[src/rtl/ps2_keyboard_receiver.sv]
// PS/2 device-to-host receiver: synchronizes and deglitches the PS/2 lines,
// deframes 11-bit frames into bytes and folds set-2 E0/F0 prefixes into
// single key events. Receive-only; the PS/2 lines are never driven.
// The raw byte output is named byte_data because "byte" is a reserved word.
`timescale 1ns / 1ps

module ps2_keyboard_receiver #(
  parameter int unsigned clk_mhz       = 50,
  parameter int unsigned timeout_us    = 200,
  parameter int unsigned filter_cycles = 8
) (
  input  logic       clk,
  input  logic       rst,
  input  logic       ps_clock,
  input  logic       ps_data,
  output logic       byte_valid,
  output logic [7:0] byte_data,
  output logic       parity_err,
  output logic       frame_err,
  output logic       key_valid,
  output logic [7:0] key_code,
  output logic       key_extended,
  output logic       key_release
);

  localparam int unsigned TimeoutCycles = clk_mhz * timeout_us;
  localparam int unsigned ToW           = $clog2(TimeoutCycles + 1);
  localparam int unsigned FiltW         = $clog2(filter_cycles + 1);

  typedef enum logic [1:0] {StIdle, StData, StParity, StStop} state_e;

  // Synchronizers
  logic clk_s1_q, clk_s2_q, dat_s1_q, dat_s2_q;

  // Clock filter
  logic             clk_filt_q, clk_filt_d;
  logic [FiltW-1:0] filt_cnt_q, filt_cnt_d;
  logic             fall;

  // Frame FSM
  state_e         state_q, state_d;
  logic [2:0]     bit_cnt_q, bit_cnt_d;
  logic [7:0]     shift_q, shift_d;
  logic           parity_q, parity_d;
  logic [ToW-1:0] to_cnt_q, to_cnt_d;
  logic           timeout_hit;
  logic           byte_valid_q, byte_valid_d;
  logic [7:0]     byte_data_q, byte_data_d;
  logic           parity_err_q, parity_err_d;
  logic           frame_err_q, frame_err_d;

  // Prefix decoder
  logic       ext_pend_q, ext_pend_d;
  logic       rel_pend_q, rel_pend_d;
  logic       key_valid_q, key_valid_d;
  logic [7:0] key_code_q, key_code_d;
  logic       key_ext_q, key_ext_d;
  logic       key_rel_q, key_rel_d;

  // Two-flop synchronizers; idle level is high so they reset to 1
  always_ff @(posedge clk or negedge rst) begin
    if (!rst) begin
      clk_s1_q <= 1'b1;
      clk_s2_q <= 1'b1;
      dat_s1_q <= 1'b1;
      dat_s2_q <= 1'b1;
    end else begin
      clk_s1_q <= ps_clock;
      clk_s2_q <= clk_s1_q;
      dat_s1_q <= ps_data;
      dat_s2_q <= dat_s1_q;
    end
  end

  // Filtered clock follows the synced clock only after it holds a new level long enough
  always_comb begin
    clk_filt_d = clk_filt_q;
    filt_cnt_d = '0;
    if (clk_s2_q != clk_filt_q) begin
      if (filt_cnt_q == FiltW'(filter_cycles - 1)) begin
        clk_filt_d = ~clk_filt_q;
      end else begin
        filt_cnt_d = filt_cnt_q + 1'b1;
      end
    end
    fall = clk_filt_q & ~clk_filt_d;
  end

  // Filter state
  always_ff @(posedge clk or negedge rst) begin
    if (!rst) begin
      clk_filt_q <= 1'b1;
      filt_cnt_q <= '0;
    end else begin
      clk_filt_q <= clk_filt_d;
      filt_cnt_q <= filt_cnt_d;
    end
  end

  // Frame FSM next state, timeout and frame result pulses
  always_comb begin
    state_d      = state_q;
    bit_cnt_d    = bit_cnt_q;
    shift_d      = shift_q;
    parity_d     = parity_q;
    to_cnt_d     = (state_q == StIdle) ? '0 : to_cnt_q + 1'b1;
    byte_valid_d = 1'b0;
    byte_data_d  = byte_data_q;
    parity_err_d = 1'b0;
    frame_err_d  = 1'b0;
    timeout_hit  = (state_q != StIdle) && (to_cnt_q == ToW'(TimeoutCycles));

    // Timeout wins over a fall landing in the same cycle
    if (timeout_hit) begin
      state_d     = StIdle;
      to_cnt_d    = '0;
      frame_err_d = 1'b1;
    end else if (fall) begin
      to_cnt_d = '0;
      unique case (state_q)
        StIdle: begin
          if (!dat_s2_q) begin
            state_d   = StData;
            bit_cnt_d = 3'd0;
          end
        end
        StData: begin
          shift_d   = {dat_s2_q, shift_q[7:1]};
          bit_cnt_d = bit_cnt_q + 1'b1;
          if (bit_cnt_q == 3'd7) begin
            state_d = StParity;
          end
        end
        StParity: begin
          parity_d = dat_s2_q;
          state_d  = StStop;
        end
        StStop: begin
          state_d = StIdle;
          if (!dat_s2_q) begin
            frame_err_d = 1'b1;
          end else if (!(^{shift_q, parity_q})) begin
            parity_err_d = 1'b1;
          end else begin
            byte_valid_d = 1'b1;
            byte_data_d  = shift_q;
          end
        end
        default: state_d = StIdle;
      endcase
    end
  end

  // Frame FSM state
  always_ff @(posedge clk or negedge rst) begin
    if (!rst) begin
      state_q      <= StIdle;
      bit_cnt_q    <= '0;
      shift_q      <= '0;
      parity_q     <= 1'b0;
      to_cnt_q     <= '0;
      byte_valid_q <= 1'b0;
      byte_data_q  <= '0;
      parity_err_q <= 1'b0;
      frame_err_q  <= 1'b0;
    end else begin
      state_q      <= state_d;
      bit_cnt_q    <= bit_cnt_d;
      shift_q      <= shift_d;
      parity_q     <= parity_d;
      to_cnt_q     <= to_cnt_d;
      byte_valid_q <= byte_valid_d;
      byte_data_q  <= byte_data_d;
      parity_err_q <= parity_err_d;
      frame_err_q  <= frame_err_d;
    end
  end

  // Prefix decoder: collect E0/F0, skip protocol bytes, emit one event per key byte
  always_comb begin
    ext_pend_d  = ext_pend_q;
    rel_pend_d  = rel_pend_q;
    key_valid_d = 1'b0;
    key_code_d  = key_code_q;
    key_ext_d   = key_ext_q;
    key_rel_d   = key_rel_q;
    if (parity_err_q || frame_err_q) begin
      ext_pend_d = 1'b0;
      rel_pend_d = 1'b0;
    end else if (byte_valid_q) begin
      case (byte_data_q)
        8'hE0: ext_pend_d = 1'b1;
        8'hF0: rel_pend_d = 1'b1;
        8'hE1, 8'hAA, 8'hFA, 8'hEE, 8'hFE, 8'h00, 8'hFF: ;
        default: begin
          key_valid_d = 1'b1;
          key_code_d  = byte_data_q;
          key_ext_d   = ext_pend_q;
          key_rel_d   = rel_pend_q;
          ext_pend_d  = 1'b0;
          rel_pend_d  = 1'b0;
        end
      endcase
    end
  end

  // Decoder state
  always_ff @(posedge clk or negedge rst) begin
    if (!rst) begin
      ext_pend_q  <= 1'b0;
      rel_pend_q  <= 1'b0;
      key_valid_q <= 1'b0;
      key_code_q  <= '0;
      key_ext_q   <= 1'b0;
      key_rel_q   <= 1'b0;
    end else begin
      ext_pend_q  <= ext_pend_d;
      rel_pend_q  <= rel_pend_d;
      key_valid_q <= key_valid_d;
      key_code_q  <= key_code_d;
      key_ext_q   <= key_ext_d;
      key_rel_q   <= key_rel_d;
    end
  end

  assign byte_valid   = byte_valid_q;
  assign byte_data    = byte_data_q;
  assign parity_err   = parity_err_q;
  assign frame_err    = frame_err_q;
  assign key_valid    = key_valid_q;
  assign key_code     = key_code_q;
  assign key_extended = key_ext_q;
  assign key_release  = key_rel_q;

endmodule

[config.mk]
export PLATFORM = sky130hd
export DESIGN_NAME = ps2_keyboard_receiver
export DESIGN_NICKNAME = d
export VERILOG_FILES = /design/src/rtl/ps2_keyboard_receiver.sv
export SDC_FILE = /design/constraint.sdc
export NUM_CORES = 1
export LEC_CHECK = 0
export BUFFER_PORTS_ARGS = -buffer_cell sky130_fd_sc_hd__buf_2
export CAP_MARGIN = 20
export CELL_PAD_IN_SITES_DETAIL_PLACEMENT = 1
export CELL_PAD_IN_SITES_GLOBAL_PLACEMENT = 1
export CORE_MARGIN = 2
export CORE_UTILIZATION = 43
export DETAILED_ROUTE_END_ITERATION = 16
export PLACE_DENSITY_LB_ADDON = 0.1
export SLEW_MARGIN = 40
export SYNTH_ARGS = -nofsm -noshare
export SYNTH_HDL_FRONTEND = slang
export SYNTH_SLANG_ARGS = --single-unit
[constraint.sdc]
create_clock -name clk -period 2 [get_ports clk]
set_input_delay 0.5 -clock clk [delete_from_list [all_inputs] [get_ports clk]]
set_output_delay 0.5 -clock clk [all_outputs]
set_load 0.005 [all_outputs]
Word-level counts from Yosys, hierarchy flattened

Cells that the tools add are included.
W data, S select, Z words.

Add/subtract/negate cells: 3
Eq/ne operators: 20
Multiplexer cells: 37
Bitwise logic cells: 6
Reduce and logical (&&, ||, !) cells: 20

Operators by type and width:

| kind                    | count |
|---|---|
| $eq A8 B8 Y1 const B    | 8 |
| $mux W14                | 3 |
| $mux W1                 | 23 |
| $reduce_or A8 Y1        | 2 |
| $add A14 B1 Y14 const B | 1 |
| $eq A14 B14 Y1 const B  | 1 |
| $reduce_and A3 Y1       | 4 |
| $reduce_or A9 Y1        | 1 |
| $reduce_xor A9 Y1       | 1 |
| $logic_not A8 Y1        | 1 |
| $mux W2                 | 4 |
| $mux W4                 | 2 |
| $pmux W2 S4             | 1 |
| $reduce_bool A2 Y1      | 4 |
| $ne A3 B3 Y1 const B    | 2 |
| $pmux W3 S2             | 1 |
| $not A1 Y1              | 5 |
| $reduce_and A5 Y1       | 1 |
| $add A4 B1 Y4 const B   | 1 |
| $eq A2 B2 Y1 const B    | 2 |
| $eq A4 B3 Y1 const B    | 1 |
| $ne A2 B1 Y1 const B    | 2 |
| $pmux W1 S2             | 2 |
| $reduce_and A2 Y1       | 2 |
| 11 further kinds        | 11 |

Flip-flop bits (word level): 61
Bits of input ports: 4
Output and inout bits: 22
Logic and storage cells: 107

Longest topological paths before layout

Depth after elaboration: 7
Gate-level depth with buffers: 8
Mapped depth without buffers: 7

Least setup slack after synthesis

Ideal clock, no wire load.

Path kind: reg2reg
From: register byte_data_q[2], in the netlist byte_data[2]
To: register key_code_q[1], in the netlist key_code[1]
Library setup time: 0.125 ns
Arrival time: 1.764 ns
Required time: 1.875 ns
Setup slack: 0.111 ns
Stages on the path, launching flop included: 7
Buffers on the path: 1
Clock period less this slack: 1.889 ns
Cells stage by stage: dfrtp_1 -> or2_2 -> a211oi_1 -> o21bai_2 -> nor2_1 -> buf_6 -> mux2_4

Word-level cells in the longest chain between the ends: 4
Elaborated cells between the ends (all ways): 12
Those cells by class: eq/ne: 8; bitwise: 1; reduce/logical: 3

Ends and longest elaborated chain:

| what                                             | RTL line | RTL |
|---|---|---|
| start, declared                                  | 48       | `logic [7:0] byte_data_q, byte_data_d;` |
| start signal, assigned                           | 173      | `byte_data_q <= byte_data_d;` |
| $eq A8 B8 Y1 or $logic_not A8 Y1 (tied branches) | 191      | `case (byte_data_q)` |
| $reduce_or A9 Y1 (no line) *                     | -        |  |
| $not A1 Y1 (no line) *                           | -        |  |
| $reduce_and A3 Y1 (no line) *                    | -        |  |
| end signal, assigned                             | 220      | `key_code_q <= key_code_d;` |
| end, declared                                    | 56       | `logic [7:0] key_code_q, key_code_d;` |

Every way passes the cells marked *; elsewhere a longest branch is shown, timed or not.
A chain may end at the register's enable or synchronous reset.

Worst setup path after layout

From: register byte_data_q[1], in the netlist byte_data[1]
To: register key_ext_q, in the netlist key_extended

Word-level cells in the longest chain between the ends: 4
Elaborated cells between the ends (all ways): 12
Those cells by class: eq/ne: 8; bitwise: 1; reduce/logical: 3

Ends and longest elaborated chain:

| what                                             | RTL line | RTL |
|---|---|---|
| $eq A8 B8 Y1 or $logic_not A8 Y1 (tied branches) | 191      |  |
| $reduce_or A9 Y1 (no line) *                     | -        |  |
| $not A1 Y1 (no line) *                           | -        |  |
| $reduce_and A3 Y1 (no line) *                    | -        |  |
| end signal, assigned                             | 221      | `key_ext_q <= key_ext_d;` |
| end, declared                                    | 57       | `logic key_ext_q, key_ext_d;` |

Marked as above.

==> flow_summary.toml <==
[cells_and_area]
final_common_cell = "dfrtp_1"
drive_above_1_share = 0.406
utilization = 0.567
multi_input_area_sq_um = 1360
area_growth_pct = 26.3
regArea_sq_um = 1540
fill_cells = 670
final_cell_mix = "dfrtp_1, buf_4, buf_2, nor2_1, mux2_4"
n_antenna_cell = 0
layout.nets = 312

[clock_tree]
insertion_delay_ns = 0.33
cts.sinks = 61
cts_buffers = 9
cts_max_level = 3
root_buffer = "clkbuf_8"
cts_buffer_depth = 2
cts_hold_buf = 0
clk_pin_slew_worst_paths_ns = 0.07
cts_tree = "yes"

[logic_synthesis]
async_flop_share = 1.00
yosys_warnings = 0
synth_fp_nets = 246
synth_edf_count = 0
yosysSeqAreaShare = 0.532
ys_ff_latch = 61
netlist_instances = 232
avgSynthCellArea_sq_um = 12.4
yosysUniqueCellTypes = 45
synthFlopType = "dfrtp_1"
syn_area_sq_um = 2880

[hold_path]
hold_path.class = "input pin to asynchronous set/reset pin"

[setup_path]
r2r.worst_path.cells = 6
arrival_ns = 2.17
crit_slowest_cell = "or4b_1"
path_depth = 6
worstPathRequired_ns = 2.21
worstSetupEndpointType = "flop"
critPathMaxFanout = 7
critical_path.startpoint_type = "flop"
cpPeakStageDelay_ns = 0.56
path_cells = "or4b_1 > nor3_2 > o21bai_2 > nor2_1 > buf_4 > mux2_4"
path_class = "flop to flop"
cp_num_buf_inv = 1
crit_family = "simple AND/OR/NAND/NOR gates"

[placement]
gp_congestion = 0.793
hpwl_um = 4260
port_buffers = 25

[floorplanning]
die-area_sq_um = 7380
coreArea_sq_um = 6420
initial_utilization = 0.449
die_h_um = 85.9
die_x_um = 85.9
row_count = 29
ios = 26

[power]
power.switching_w = 0.000564
power_w = 0.00266
leakagePower_nw = 1.81
powerDensity_nw_per_um2 = 731
swShare = 0.212
p_comb_frac = 0.045
max-vdd-ir-drop_v = 0.000464
internal_power_w = 0.00210
power_frac_seq = 0.492
clkPwrFrac = 0.463

[drt]
drc = 2
ant_nets = 0
via_per_inst = 5.15
first_pass_iters = 12
wl_um = 6070
wire_per_inst_um = 16.0
drt_iter0_markers = 61
vias = 1957

[global_route]
grt_pass1_wl_um = 10200
grt_max_degree = 62
antenna_found_initial = 0
grt_pass1_vias = 2016
grt_overflow_total = 0
track_usage = 0.178

[timing]
max_freq_mhz = 510
tightest_slew_ns = 0.375
report.final.setup_viol = 0
period_minus_slack_ns = 1.96
finClkSkew_ns = 0.0128
relSlewSlack = 0.747
rsz0062_at_grt = "true"
fin_crit_sh = 0.980
slew_viol_final = 0
final_hold_viol_count = 0

[status]
violations = "DRC"
status = "finished with violations"

[flow_run]
drv_cap = 0
through the flow:
stage / instances / TNS [ns] / cell area (sq um) / setup slack (ns) / hold WS [ns]
floorplan: 232 / 0 / 2880 / 0.111 / 0.204
global placement: 361 / 0 / 3330 / 0.0318 / 0.346
detailed placement: 361 / -0.00230 / 3330 / -0.00219 / 0.348
CTS: 378 / 0 / 3570 / 0.00571 / 0.173
global route: 380 / -0.234 / 3640 / -0.0294 / 0.183
finish: 380 / 0 / 3640 / 0.0406 / 0.164
metal layers:
metal | up-vias | share of wire | global-route usage
met4 | 0 | 0.012 | 0.0779
met5 | - | 0 | 0
li1 | 962 | - | -
met1 | 969 | 0.52 | 0.267
met2 | 19 | 0.44 | 0.253
met3 | 7 | 0.021 | 0.0289
area by class of cell:
type | instances | share of cell area
Clock buffer | 12 | 0.0426
Clock inverter | 4 | 0.0193
Inverter | 7 | 0.00722
Multi-Input combinational cell | 161 | 0.373
Sequential cell | 61 | 0.422
Tap cell | 77 | 0.0265
Timing Repair Buffer | 58 | 0.109
cells by family (layout without fill, tap and decap cells):
kind of cell | Yosys count | count (layout) | synth area share
muxes | 27 | 27 | 0.125
AOI/OAI and AO/OA | 26 | 26 | 0.0595
buffers and inverters | 10 | 81 | 0.0161
and+or+nand+nor | 80 | 80 | 0.162
DFF | 61 | 61 | 0.532
xor gates and xnor gates | 18 | 18 | 0.0625
adders and majority gates | 10 | 10 | 0.0434
synth_stat cells (2+ instances only):
cell type  number  area share
a21oi_1         6       0.010
a32o_1          2      0.0069
and3_1          4      0.0087
and3b_1         2      0.0061
and4_1          2      0.0061
dfrtp_1        56        0.49
dfstp_2         5       0.046
ha_1           10       0.043
inv_1           7      0.0091
mux2_2         11       0.043
mux2_4         15       0.078
nand2_1        14       0.018
nand2b_1        2      0.0043
nand3_1         8       0.014
nand3b_1        2      0.0052
nand4_1         6       0.013
nor2_1         16       0.021
nor2b_1         3      0.0065
nor3_1          3      0.0052
nor3_2          2      0.0069
nor4_1          4      0.0087
o211ai_1        4       0.010
o21ai_0         8       0.014
or3_1           5       0.011
xnor2_1        11       0.033
xor2_1          5       0.015
registers in the layout, summed over array words and instances, names as in the netlist, 2 cells and up:
register and flops:
key_code 8, to_cnt_q 14, byte_data 8, state_q 2
filt_cnt_q 4, bit_cnt_q 3, shift_q 8
worst paths after layout:
check	to	slack, ns	startpoint
max	key_extended	0.04	byte_data[1]
min	key_code[2]	0.16	rst
max reg2reg	key_extended	0.04	byte_data[1]
min reg2reg	clk_s2_q	0.35	clk_s1_q
max in group asynchronous	clk_s1_q	1.51	rst
min in group clk	clk_s1_q	0.27	ps_clock
timing repair:
action	in CTS	in global routing
hold endpoints to repair	0	0
gates resized for setup	1	12
pin swaps	1	3
setup buffers	1	2
endpoints found under the setup margin	8	42
power by group through the flow:
stage | clock network (W) | registers, W | logic, W
floorplan | 0 | 0.00133 | 0.0000691
global placement | 0 | 0.00133 | 0.000116
detailed placement | 0 | 0.00133 | 0.000120
CTS | 0.00127 | 0.00131 | 0.000123
global route | 0.00131 | 0.00131 | 0.000140
finish | 0.00123 | 0.00131 | 0.000119
Note: power is estimated with default switching activity, not from simulation.
